**config.mk**
```make
export PLATFORM = sky130hd
export DESIGN_NAME = npu_out_collector
export DESIGN_NICKNAME = d
export VERILOG_FILES = /design/src/rtl/npu_out_collector.sv
export SDC_FILE = /design/constraint.sdc
export NUM_CORES = 1
export LEC_CHECK = 0
export ABC_AREA = 1
export ABC_CLOCK_PERIOD_IN_PS = 18800
export CORE_UTILIZATION = 45
export DETAILED_ROUTE_END_ITERATION = 7
export PLACE_DENSITY = 0.65
export SYNTH_ARGS = -nofsm -noshare
export SYNTH_HDL_FRONTEND = slang
export SYNTH_SLANG_ARGS = --single-unit
```
**constraint.sdc**
```tcl
create_clock -name clk -period 18.8 [get_ports clk]
set_input_delay 4.7 -clock clk [delete_from_list [all_inputs] [get_ports clk]]
set_output_delay 4.7 -clock clk [all_outputs]
set_load 0.02 [all_outputs]
```
**src/rtl/npu_out_collector.sv**
```systemverilog
// Output-side sink for NPUCore: buffers 128-bit result beats in a small FIFO and
// serializes each beat into four 32-bit writes at linearly increasing word addresses.
module npu_out_collector #(
    parameter int PIXELS      = 1024,
    parameter int OUT_CHANNEL = 80,
    parameter int FIFO_DEPTH  = 4,
    parameter int ADDR_WIDTH  = 15
) (
    input  logic                  clk,
    input  logic                  rstn,
    input  logic                  clr,
    input  logic [127:0]          NPU_data_in,
    input  logic                  NPU_data_valid_in,
    output logic                  wr_en,
    output logic [ADDR_WIDTH-1:0] wr_addr,
    output logic [31:0]           wr_data,
    input  logic                  wr_ready,
    output logic                  busy,
    output logic                  frame_done,
    output logic                  overflow,
    output logic [9:0]            pixel_idx,
    output logic [2:0]            group_idx
);

    localparam int PW     = $clog2(FIFO_DEPTH);
    localparam int CW     = PW + 1;
    localparam int GROUPS = OUT_CHANNEL / 16;
    localparam logic [ADDR_WIDTH-1:0] LAST_ADDR  = ADDR_WIDTH'(PIXELS * OUT_CHANNEL / 4 - 1);
    localparam logic [2:0]            LAST_GROUP = 3'(GROUPS - 1);
    localparam logic [9:0]            LAST_PIXEL = 10'(PIXELS - 1);

    typedef enum logic {
        IDLE,
        SEND
    } state_t;

    state_t         state;
    logic [127:0]   fifo_mem [FIFO_DEPTH];
    logic [PW-1:0]  rd_ptr;
    logic [PW-1:0]  wr_ptr;
    logic [CW-1:0]  count;
    logic [127:0]   shift_reg;
    logic [1:0]     word_idx;
    logic [127:0]   fifo_head;
    logic           fifo_empty;
    logic           fifo_full;
    logic           accept;
    logic           pop;
    logic           push;

    assign fifo_head  = fifo_mem[rd_ptr];
    assign fifo_empty = (count == '0);
    assign fifo_full  = (count == CW'(FIFO_DEPTH));
    assign accept     = (state == SEND) && wr_en && wr_ready;
    // A pop frees a slot on the same edge, so a full FIFO can still take a beat.
    assign pop        = !clr && !fifo_empty &&
                        ((state == IDLE) || (accept && (word_idx == 2'd3)));
    assign push       = !clr && NPU_data_valid_in && (!fifo_full || pop);
    assign busy       = !fifo_empty || (state == SEND);

    always_ff @(posedge clk) begin
        if (push) begin
            fifo_mem[wr_ptr] <= NPU_data_in;
        end
    end

    always_ff @(posedge clk or negedge rstn) begin
        if (!rstn) begin
            rd_ptr   <= '0;
            wr_ptr   <= '0;
            count    <= '0;
            overflow <= 1'b0;
        end else if (clr) begin
            rd_ptr   <= '0;
            wr_ptr   <= '0;
            count    <= '0;
            overflow <= 1'b0;
        end else begin
            if (push) begin
                wr_ptr <= wr_ptr + PW'(1);
            end
            if (pop) begin
                rd_ptr <= rd_ptr + PW'(1);
            end
            if (push && !pop) begin
                count <= count + CW'(1);
            end else if (pop && !push) begin
                count <= count - CW'(1);
            end
            if (NPU_data_valid_in && !push) begin
                overflow <= 1'b1;
            end
        end
    end

    always_ff @(posedge clk or negedge rstn) begin
        if (!rstn) begin
            state      <= IDLE;
            shift_reg  <= '0;
            word_idx   <= '0;
            wr_en      <= 1'b0;
            wr_data    <= '0;
            wr_addr    <= '0;
            pixel_idx  <= '0;
            group_idx  <= '0;
            frame_done <= 1'b0;
        end else if (clr) begin
            state      <= IDLE;
            shift_reg  <= '0;
            word_idx   <= '0;
            wr_en      <= 1'b0;
            wr_data    <= '0;
            wr_addr    <= '0;
            pixel_idx  <= '0;
            group_idx  <= '0;
            frame_done <= 1'b0;
        end else begin
            frame_done <= 1'b0;
            if (accept) begin
                frame_done <= (wr_addr == LAST_ADDR);
                wr_addr    <= (wr_addr == LAST_ADDR) ? '0 : wr_addr + ADDR_WIDTH'(1);
                if (word_idx == 2'd3) begin
                    if (group_idx == LAST_GROUP) begin
                        group_idx <= '0;
                        pixel_idx <= (pixel_idx == LAST_PIXEL) ? '0 : pixel_idx + 10'd1;
                    end else begin
                        group_idx <= group_idx + 3'd1;
                    end
                end
            end

            case (state)
                IDLE: begin
                    if (pop) begin
                        state     <= SEND;
                        shift_reg <= fifo_head;
                        word_idx  <= '0;
                        wr_en     <= 1'b1;
                        wr_data   <= fifo_head[31:0];
                    end
                end
                SEND: begin
                    if (accept) begin
                        if (word_idx == 2'd3) begin
                            if (pop) begin
                                shift_reg <= fifo_head;
                                word_idx  <= '0;
                                wr_data   <= fifo_head[31:0];
                            end else begin
                                state <= IDLE;
                                wr_en <= 1'b0;
                            end
                        end else begin
                            word_idx  <= word_idx + 2'd1;
                            shift_reg <= shift_reg >> 32;
                            wr_data   <= shift_reg[63:32];
                        end
                    end
                end
                default: begin
                    state <= IDLE;
                    wr_en <= 1'b0;
                end
            endcase
        end
    end

endmodule

```
# After elaboration in Yosys (flattened, before gate mapping)
# Memories as Yosys holds them, arrays and structs flattened.
# Cells that the tools add are included.
[op_classes] multipliers=0 bitwise_logic=1 n_eq_ne=9 reduce_logical=29 mux=51 n_addsub=8 order_cmp=0 n_shift=0 div=0
[op_table] op="128-bit 2-to-1 mux" n=4
[op_table] op="128-bit case mux with 2 select lines" n=1
[op_table] op="32-bit 2-to-1 mux" n=4
[op_table] op="32-bit case mux with 2 select lines" n=1
[op_table] op="10-bit 2-to-1 mux" n=5
[op_table] op="15-bit 2-to-1 mux" n=3
[op_table] op="3-bit 2-to-1 mux" n=7
[op_table] op="2-bit 2-to-1 mux" n=8
[op_table] op="15-bit by 1-bit adder with 15-bit output, second input constant" n=1
[op_table] op="15-bit == test, second input constant" n=1
[op_table] op="1-bit 2-to-1 mux" n=15
[op_table] op="2-bit nonzero test" n=6
[op_table] op="10-bit by 1-bit adder with 10-bit output, second input constant" n=1
[op_table] op="10-bit == test, second input constant" n=1
[op_table] op="1-bit logical AND" n=10
[op_table] op="2-bit by 1-bit adder with 2-bit output, second input constant" n=3
[op_table] op="3-bit by 1-bit adder with 3-bit output, second input constant" n=2
[op_table] op="3-bit == test, second input constant" n=2
[op_table] op="3-bit by 2-bit != test with 1-bit output, second input constant" n=2
[op_table] op="3-bit != test, second input constant" n=2
[op_table] op="1-bit logical NOT" n=5
[op_table] op="1-bit case mux with 2 select lines" n=2
[op_table] op="2-bit case mux with 2 select lines" n=1
[op_table] op="4-bit AND reduction" n=1
[op_table] op="other kinds (8)" n=10
[totals] ramBits=512 rom_bits=0 mem_count=1 inputBits=133 latch_bits=0 ff_bits=201
[mem_list] name="fifo_mem" depth=4 word_bits=128 read_ports=1 rd_clocked_by_memory_dff=0 write_ports=1 line_no="38" text="logic [127:0] fifo_mem [FIFO_DEPTH];"

# Logic depth before layout (Yosys ltp)
# Gate-level depths: netlist of the first run.
[depth] depth_word=12 ltp_mapped=14 mapped_depth_nobuf=13

# Worst setup path before layout of the first run
# No wires, ideal clock.
[synth_timing] kind="input-to-reg" startpoint="input clr" endpoint="memory fifo_mem[0][0], enable pin" path_stages=7 t_required_ns=18.183 setup_ns=0.617 n_path_buf=2 path_slack_ns=7.331 arrival_time_ns=10.851 path_cell_list="buf_4 -> a21oi_4 -> nand2_2 -> buf_2 -> nand2_1 -> nand2_1 -> nor2_1"
[synth_between] elab_chain_cells=7 word_cells_on_any_way=8 cone_classes="mux (2); reduce/logical (6)"
[synth_rtl] element="start: declaration" line_no="11" text="input logic clr,"
[synth_rtl] element="1-bit logical NOT (*)" line_no="56, 58"
[synth_rtl] element="1-bit logical AND (2 in series)" line_no="56" text="assign pop = !clr && !fifo_empty &&"
[synth_rtl] element="1-bit logical OR" line_no="58" text="assign push = !clr && NPU_data_valid_in && (!fifo_full || pop);"
[synth_rtl] element="1-bit logical AND (*)" line_no="58"
[synth_rtl] element="1-bit 2-to-1 mux (*)" line_no="62" text="if (push) begin"
[synth_rtl] element="1-bit 2-to-1 mux (implied by the code) (*)" line_no="63" text="fifo_mem[wr_ptr] <= NPU_data_in;"
[synth_rtl] element="end: declaration" line_no="38"
# Mark *: on every way between the ends. The rest lies on a longest branch, timed or not.

# Final worst setup path of the first run
[layout_timing] startpoint="input clr" endpoint="memory fifo_mem[0][3], enable pin"
# The elaborated chain is that of the path after synthesis.

==> results of run 1 <==
kinds of logic after synthesis:
logic type                 after synthesis  synth area share, %
AOI/OAI and AO/OA                      342                 6.37
xor gates and xnor gates                 4                0.120
adders and majority gates               10                0.453
buffers and inverters                  335                 4.80
DFF                                    681                 66.9
and+or+nand+nor                       1557                 21.4
through the flow:
stage / std cells / hold WS, ns / utilization [%] / total power, uW
finish: 3979 / 0.478 / 53.2 / 4720
global route: 3978 / 0.498 / 53.2 / 4980
CTS: 3977 / 0.481 / 53.2 / 4740
detailed placement: 3842 / 0.465 / 49.5 / 3310
global placement: 3842 / 0.461 / 49.5 / 3280
floorplan: 2929 / 0.449 / - / 2880
synth_stat cells, drive strengths merged (2+ instances only):
| cell | number | area [um^2] |
|---|---|---|
| inv | 174 | 656 |
| nor2 | 383 | 1450 |
| xor2 | 2 | 17.5 |
| a21oi | 156 | 792 |
| o21bai | 3 | 22.5 |
| or2 | 60 | 375 |
| nand2 | 940 | 3540 |
| clkbuf | 55 | 206 |
| a22oi | 32 | 240 |
| edfxtp | 512 | 15400 |
| nand3 | 156 | 791 |
| dfrtp | 169 | 4230 |
| ha | 9 | 113 |
| o21ai | 131 | 663 |
| nor3 | 5 | 25.0 |
| buf | 106 | 546 |
| nand4 | 11 | 68.8 |
| xnor2 | 2 | 17.5 |
| o211ai | 19 | 143 |
where the power goes:
group | internal [uW] | switching [uW]
Combinational | 413 | 922
Clock | 854 | 578
Sequential | 1830 | 119
metal layers:
layer	track usage, %	up-vias	wire [um]
met5	0	-	13
met4	7.08	2	1740
met3	2.93	118	3790
met2	37.2	558	36300
met1	30.1	9948	31500
li1	-	9954	-
cell type report:
cell class | instances | area share [%]
Sequential cell | 681 | 57.3
Tap cell | 855 | 3.12
Antenna cell | 2 | 0.0146
Clock buffer | 104 | 6.07
Timing Repair Buffer | 219 | 6.32
Clock inverter | 31 | 0.913
Multi-Input combinational cell | 1913 | 24.4
Inverter | 174 | 1.94
path summary, 6_finish.rpt:
kind / endpoint / startpoint / depth (start not counted)
worst max-delay path: fifo_mem[0][3] / clr / 8
worst min-delay path: shift_reg[92] / shift_reg[92] / 2
worst max register to register: fifo_mem[0][3] / word_idx[0] / 9
worst min register to register: shift_reg[92] / shift_reg[92] / 2
max in group asynchronous: rd_ptr[0] / rstn / 2
min in group asynchronous: frame_done / rstn / 1
worst max-delay path: stages:
cell,delay (ns)
clkdlybuf4s50_1,0.68
a21oi_4,0.53
nand2_8,0.63
nand2_1,0.28
nand2_1,0.34
nor2_4,0.85
buf_4,0.67
buf_4,0.79
==> reports/qor.txt, run 1 <==
Run status -> finished clean
Static leakage -> 0.0138 uW
Async SR Flop Fraction -> 24.8%
Main synth FF type -> edfxtp_1
# Post-CTS Setup Buffers -> 0
CTS Root Cell -> clkbuf_16
Die area -> 66100 um^2
Reg-to-reg slack, setup -> 13.42 ns
Dpl ws -> 8.74 ns
Class of the most critical setup path -> input pin to flip-flop
Drt total wl -> 73300 um
Antenna violations before repair -> 2
PortBufs -> 196
Synthesized area -> 29300 um^2
Chip Width -> 257 um
Via count -> 20600
Setup TNS -> 0 ns
# hold bufs at CTS -> 0
Number of CTS-inserted buffers -> 73
Drt first pass iters -> 8
Relative slew margins -> 19.6%
Commonest non-fill, non-tap cells in the layout -> 936 x nand2_1, 512 x edfxtp_1, 374 x nor2_1
Hpwl dp -> 44800 um
Most common cell after layout, fill and taps aside -> nand2_1
Register Area -> 19600 um^2
Yosys cell types -> 35
Total gr overflow -> 0
Final Cell Area -> 34300 um^2
Initial drt markers -> 1730
Synth Instances -> 2929
Clock-pin slew of the registers on the worst-case setup and hold paths -> 0.06 ns
Seq/Total Area, Yosys -> 66.9%
FMAX -> 0.106 GHz
Layout cells sized above 1 -> 6.21%
GP Congestion -> 0.832
Area delta synth->final -> 16.9%
CTS HTree Levels -> 3
Pin count of the biggest net entering global routing -> 191
Skew final -> 0.0351 ns
Die Y -> 257 um
Initial Util -> 45.5%
Worst min path class -> flip-flop to flip-flop
DR WL/cell -> 18.4 um
Aggregate global-route resource usage -> 22.3%
Largest register FFs -> 512
Min Tclk post-route -> 9.45 ns
Crit. End Element -> flip-flop
Final Cycle Share -> 50.3%
NumNets Final -> 3205
Post-cts resize count -> 0
Average vias per placed instance -> 5.17
Worst Tran Pin Value -> 1.21 ns
Number of synthesized flops with an enable pin -> 512
DR DRC count -> 0
CTS Buffer Depth -> 3
Site row count -> 93
Worst vdd ir -> 0.0883 mV
Power Density -> 138 nW/um^2
Final setup margin -> 9.35 ns
Flop and latch count out of synthesis -> 681
RSZ-0062 raised after global routing -> no
Final ANT Viol Nets -> 0
Global-route wire length before repair -> 114000 um
Core Box Area -> 64300 um^2
Synthesized area per cell -> 10.0 um^2
Max Transition Viols Final -> 0
Fill count -> 5560
Worst skew pair latency -> 0.62 ns
Worst setup SP type -> input pin
CTS sink cnt -> 681
Vias in the first global route -> 19900
Max-cap violations -> 0
# IOs -> 197
Syn Nets -> 3072
CP arrival -> 9.66 ns
Placed inst area -> 31900 um^2
Crit Path Max Fanout -> 149
CTS tree -> built
Final hold vios -> 0
Multi-input gate area -> 8350 um^2
Yosys warns -> 0
Final number of setup-violating endpoints -> 0
Crit path required time -> 19.02 ns
No activity file was read; power rests on OpenSTA's default activity.
==> run 2, diff against run 1 <==
--- a/config.mk
+++ b/config.mk
@@ -6,7 +6,7 @@
 export NUM_CORES = 1
 export LEC_CHECK = 0
 export ABC_AREA = 1
-export ABC_CLOCK_PERIOD_IN_PS = 18800
+export ABC_CLOCK_PERIOD_IN_PS = 9300
 export CORE_UTILIZATION = 45
 export DETAILED_ROUTE_END_ITERATION = 7
 export PLACE_DENSITY = 0.65
==> constraint.sdc (replaced) <==
create_clock -name clk -period 9.3 [get_ports clk]
set_input_delay 2.325 -clock clk [delete_from_list [all_inputs] [get_ports clk]]
set_output_delay 2.325 -clock clk [all_outputs]
set_load 0.02 [all_outputs]
==> reports/qor.txt, run 2 (synthesis results as in run 1) <==
Power Density -> 277 nW/um^2 (was 138 nW/um^2)
Final ANT Viol Nets -> 0 (unchanged)
Site row count -> 93 (unchanged)
GP Congestion -> 0.883 (was 0.832)
Max-cap violations -> 0 (unchanged)
FMAX -> 0.176 GHz
Vias in the first global route -> 19900 (about the same)
# IOs -> 197 (unchanged)
Class of the most critical setup path -> input pin to flip-flop (unchanged)
NumNets Final -> 3208 (was 3205)
Number of CTS-inserted buffers -> 72 (was 73)
Drt first pass iters -> 5 (was 8)
Cell mode on critical path -> nand2_1
Crit. End Element -> flip-flop (unchanged)
CTS Buffer Depth -> 3 (unchanged)
Worst Tran Pin Value -> 1.06 ns (was 1.21 ns)
Non-Filler Instances -> 3976 (was 3979)
Final number of setup-violating endpoints -> 0 (unchanged)
Crit-path slowest cell -> buf_4 (was nor2_4)
Reg-to-reg slack, setup -> 5.31 ns (was 13.42 ns)
Slowest stage delay, CP -> 0.78 ns (was 0.85 ns)
Worst setup SP type -> input pin (unchanged)
DR WL/cell -> 18.5 um (was 18.4 um)
Aggregate global-route resource usage -> 22.3% (about the same)
Commonest non-fill, non-tap cells in the layout -> 936 x nand2_1, 512 x edfxtp_1, 374 x nor2_1 (unchanged)
Average vias per placed instance -> 5.21 (was 5.17)
Initial Util -> 45.5% (unchanged)
Relative slew margins -> 29.1% (was 19.6%)
RSZ-0062 raised after global routing -> no (unchanged)
PortBufs -> 196 (unchanged)
Final Cell Area -> 34200 um^2 (was 34300 um^2)
Placed inst area -> 31900 um^2 (about the same)
Post-cts resize count -> 0 (unchanged)
Crit path required time -> 9.52 ns (was 19.02 ns)
Die Y -> 257 um (unchanged)
Pin count of the biggest net entering global routing -> 166 (was 191)
CTS Root Cell -> clkbuf_16 (unchanged)
Global-route wire length before repair -> 115000 um (was 114000 um)
CP arrival -> 5.90 ns (was 9.66 ns)
Via count -> 20700 (was 20600)
Area delta synth->final -> 16.6% (was 16.9%)
Run status -> finished clean (unchanged)
Critical path, cell by cell -> clkdlybuf4s50_1 > a21oi_4 > nand2_8 > nand2_1 > nand2_1 > nor2_4 > buf_4 (was clkdlybuf4s50_1 > a21oi_4 > nand2_8 > nand2_1 > nand2_1 > nor2_4 > buf_4 > buf_4)
Worst skew pair latency -> 0.62 ns (about the same)
Clock-pin slew of the registers on the worst-case setup and hold paths -> 0.06 ns (about the same)
Layout cells sized above 1 -> 6.28% (was 6.21%)
Worst min path class -> flip-flop to flip-flop (unchanged)
Die area -> 66100 um^2 (unchanged)
Antenna violations before repair -> 1 (was 2)
Largest register FFs -> 512 (unchanged)
Worst vdd ir -> 0.135 mV (was 0.0883 mV)
CTS sink cnt -> 681 (unchanged)
Max Transition Viols Final -> 0 (unchanged)
Final Cycle Share -> 61.1%
Total gr overflow -> 0 (unchanged)
Chip Width -> 257 um (unchanged)
Final hold vios -> 0 (unchanged)
Placed cells -> 3846 (was 3842)
Drt total wl -> 73600 um (was 73300 um)
Skew final -> 0.0298 ns (was 0.0351 ns)
Most common cell after layout, fill and taps aside -> nand2_1 (unchanged)
# hold bufs at CTS -> 0 (unchanged)
Crit Path Max Fanout -> 71 (was 149)
DR DRC count -> 0 (unchanged)
Core Box Area -> 64300 um^2 (unchanged)
Initial drt markers -> 1727 (was 1730)
# Post-CTS Setup Buffers -> 0 (unchanged)
CTS HTree Levels -> 3 (unchanged)
Antenna Cells -> 0 (was 2)
Setup TNS -> 0 ns (unchanged)
Min Tclk post-route -> 5.68 ns
Hpwl dp -> 45600 um (was 44800 um)
Static leakage -> 0.0138 uW (about the same)
CTS tree -> built (unchanged)
-- run 2: path summary, 6_finish.rpt --
path                          startpoint  cells past startpoint         endpoint
hold / removal             shift_reg[81]                      2    shift_reg[81]
setup reg to reg             word_idx[0]                      8  fifo_mem[1][86]
setup / recovery                     clr                      7  fifo_mem[1][86]
hold reg to reg            shift_reg[81]                      2    shift_reg[81]
max in group asynchronous           rstn                      2    shift_reg[93]
min in group asynchronous           rstn                      1       wr_addr[1]
-- run 2: per-stage QoR --
stage	setup WS [ns]	total power (uW)	util (%)	hold WS [ns]
after detailed placement	2.98	6720	49.5	0.465
after global routing	3.33	10000	53.1	0.496
after CTS	3.62	9540	53.1	0.481
final	3.62	9480	53.1	0.479
after floorplan	0.206	5820	-	0.449
after global placement	3.08	6650	49.5	0.461
-- run 2: cell type report --
| cell class | instances | area, um^2 |
|---|---|---|
| clock buffer | 89 | 1950 |
| clock inverter | 41 | 358 |
| fill | 5506 | 30200 |
| inverter | 174 | 666 |
| multi-input combinational | 1913 | 8350 |
| sequential | 681 | 19600 |
| tap | 855 | 1070 |
| timing repair buffer | 223 | 2180 |
-- run 2: report_power, final --
| part | internal [uW] | switching [uW] | total [uW] |
|---|---|---|---|
| clock | 1660 | 1160 | 2820 |
| sequential | 3700 | 257 | 3950 |
| combinational | 835 | 1870 | 2710 |
-- run 2: layer usage --
layer | wire, um | vias to the layer above | part of all wire [%] | GRT usage, %
met3 | 4130 | 100 | 5.6 | 3.47
met5 | 11 | - | 0.015 | 0
met1 | 31700 | 10100 | 43 | 30.5
li1 | - | 9959 | - | -
met2 | 36100 | 586 | 49 | 36.9
met4 | 1640 | 2 | 2.2 | 6.63
-- run 2: worst max-delay path: cells and delay by family --
kind | cells | cell delay (ns)
buffers and inverters | 2 | 1.47
AO/OA/AOI/OAI | 1 | 0.52
AND/OR/NAND/NOR | 4 | 1.44
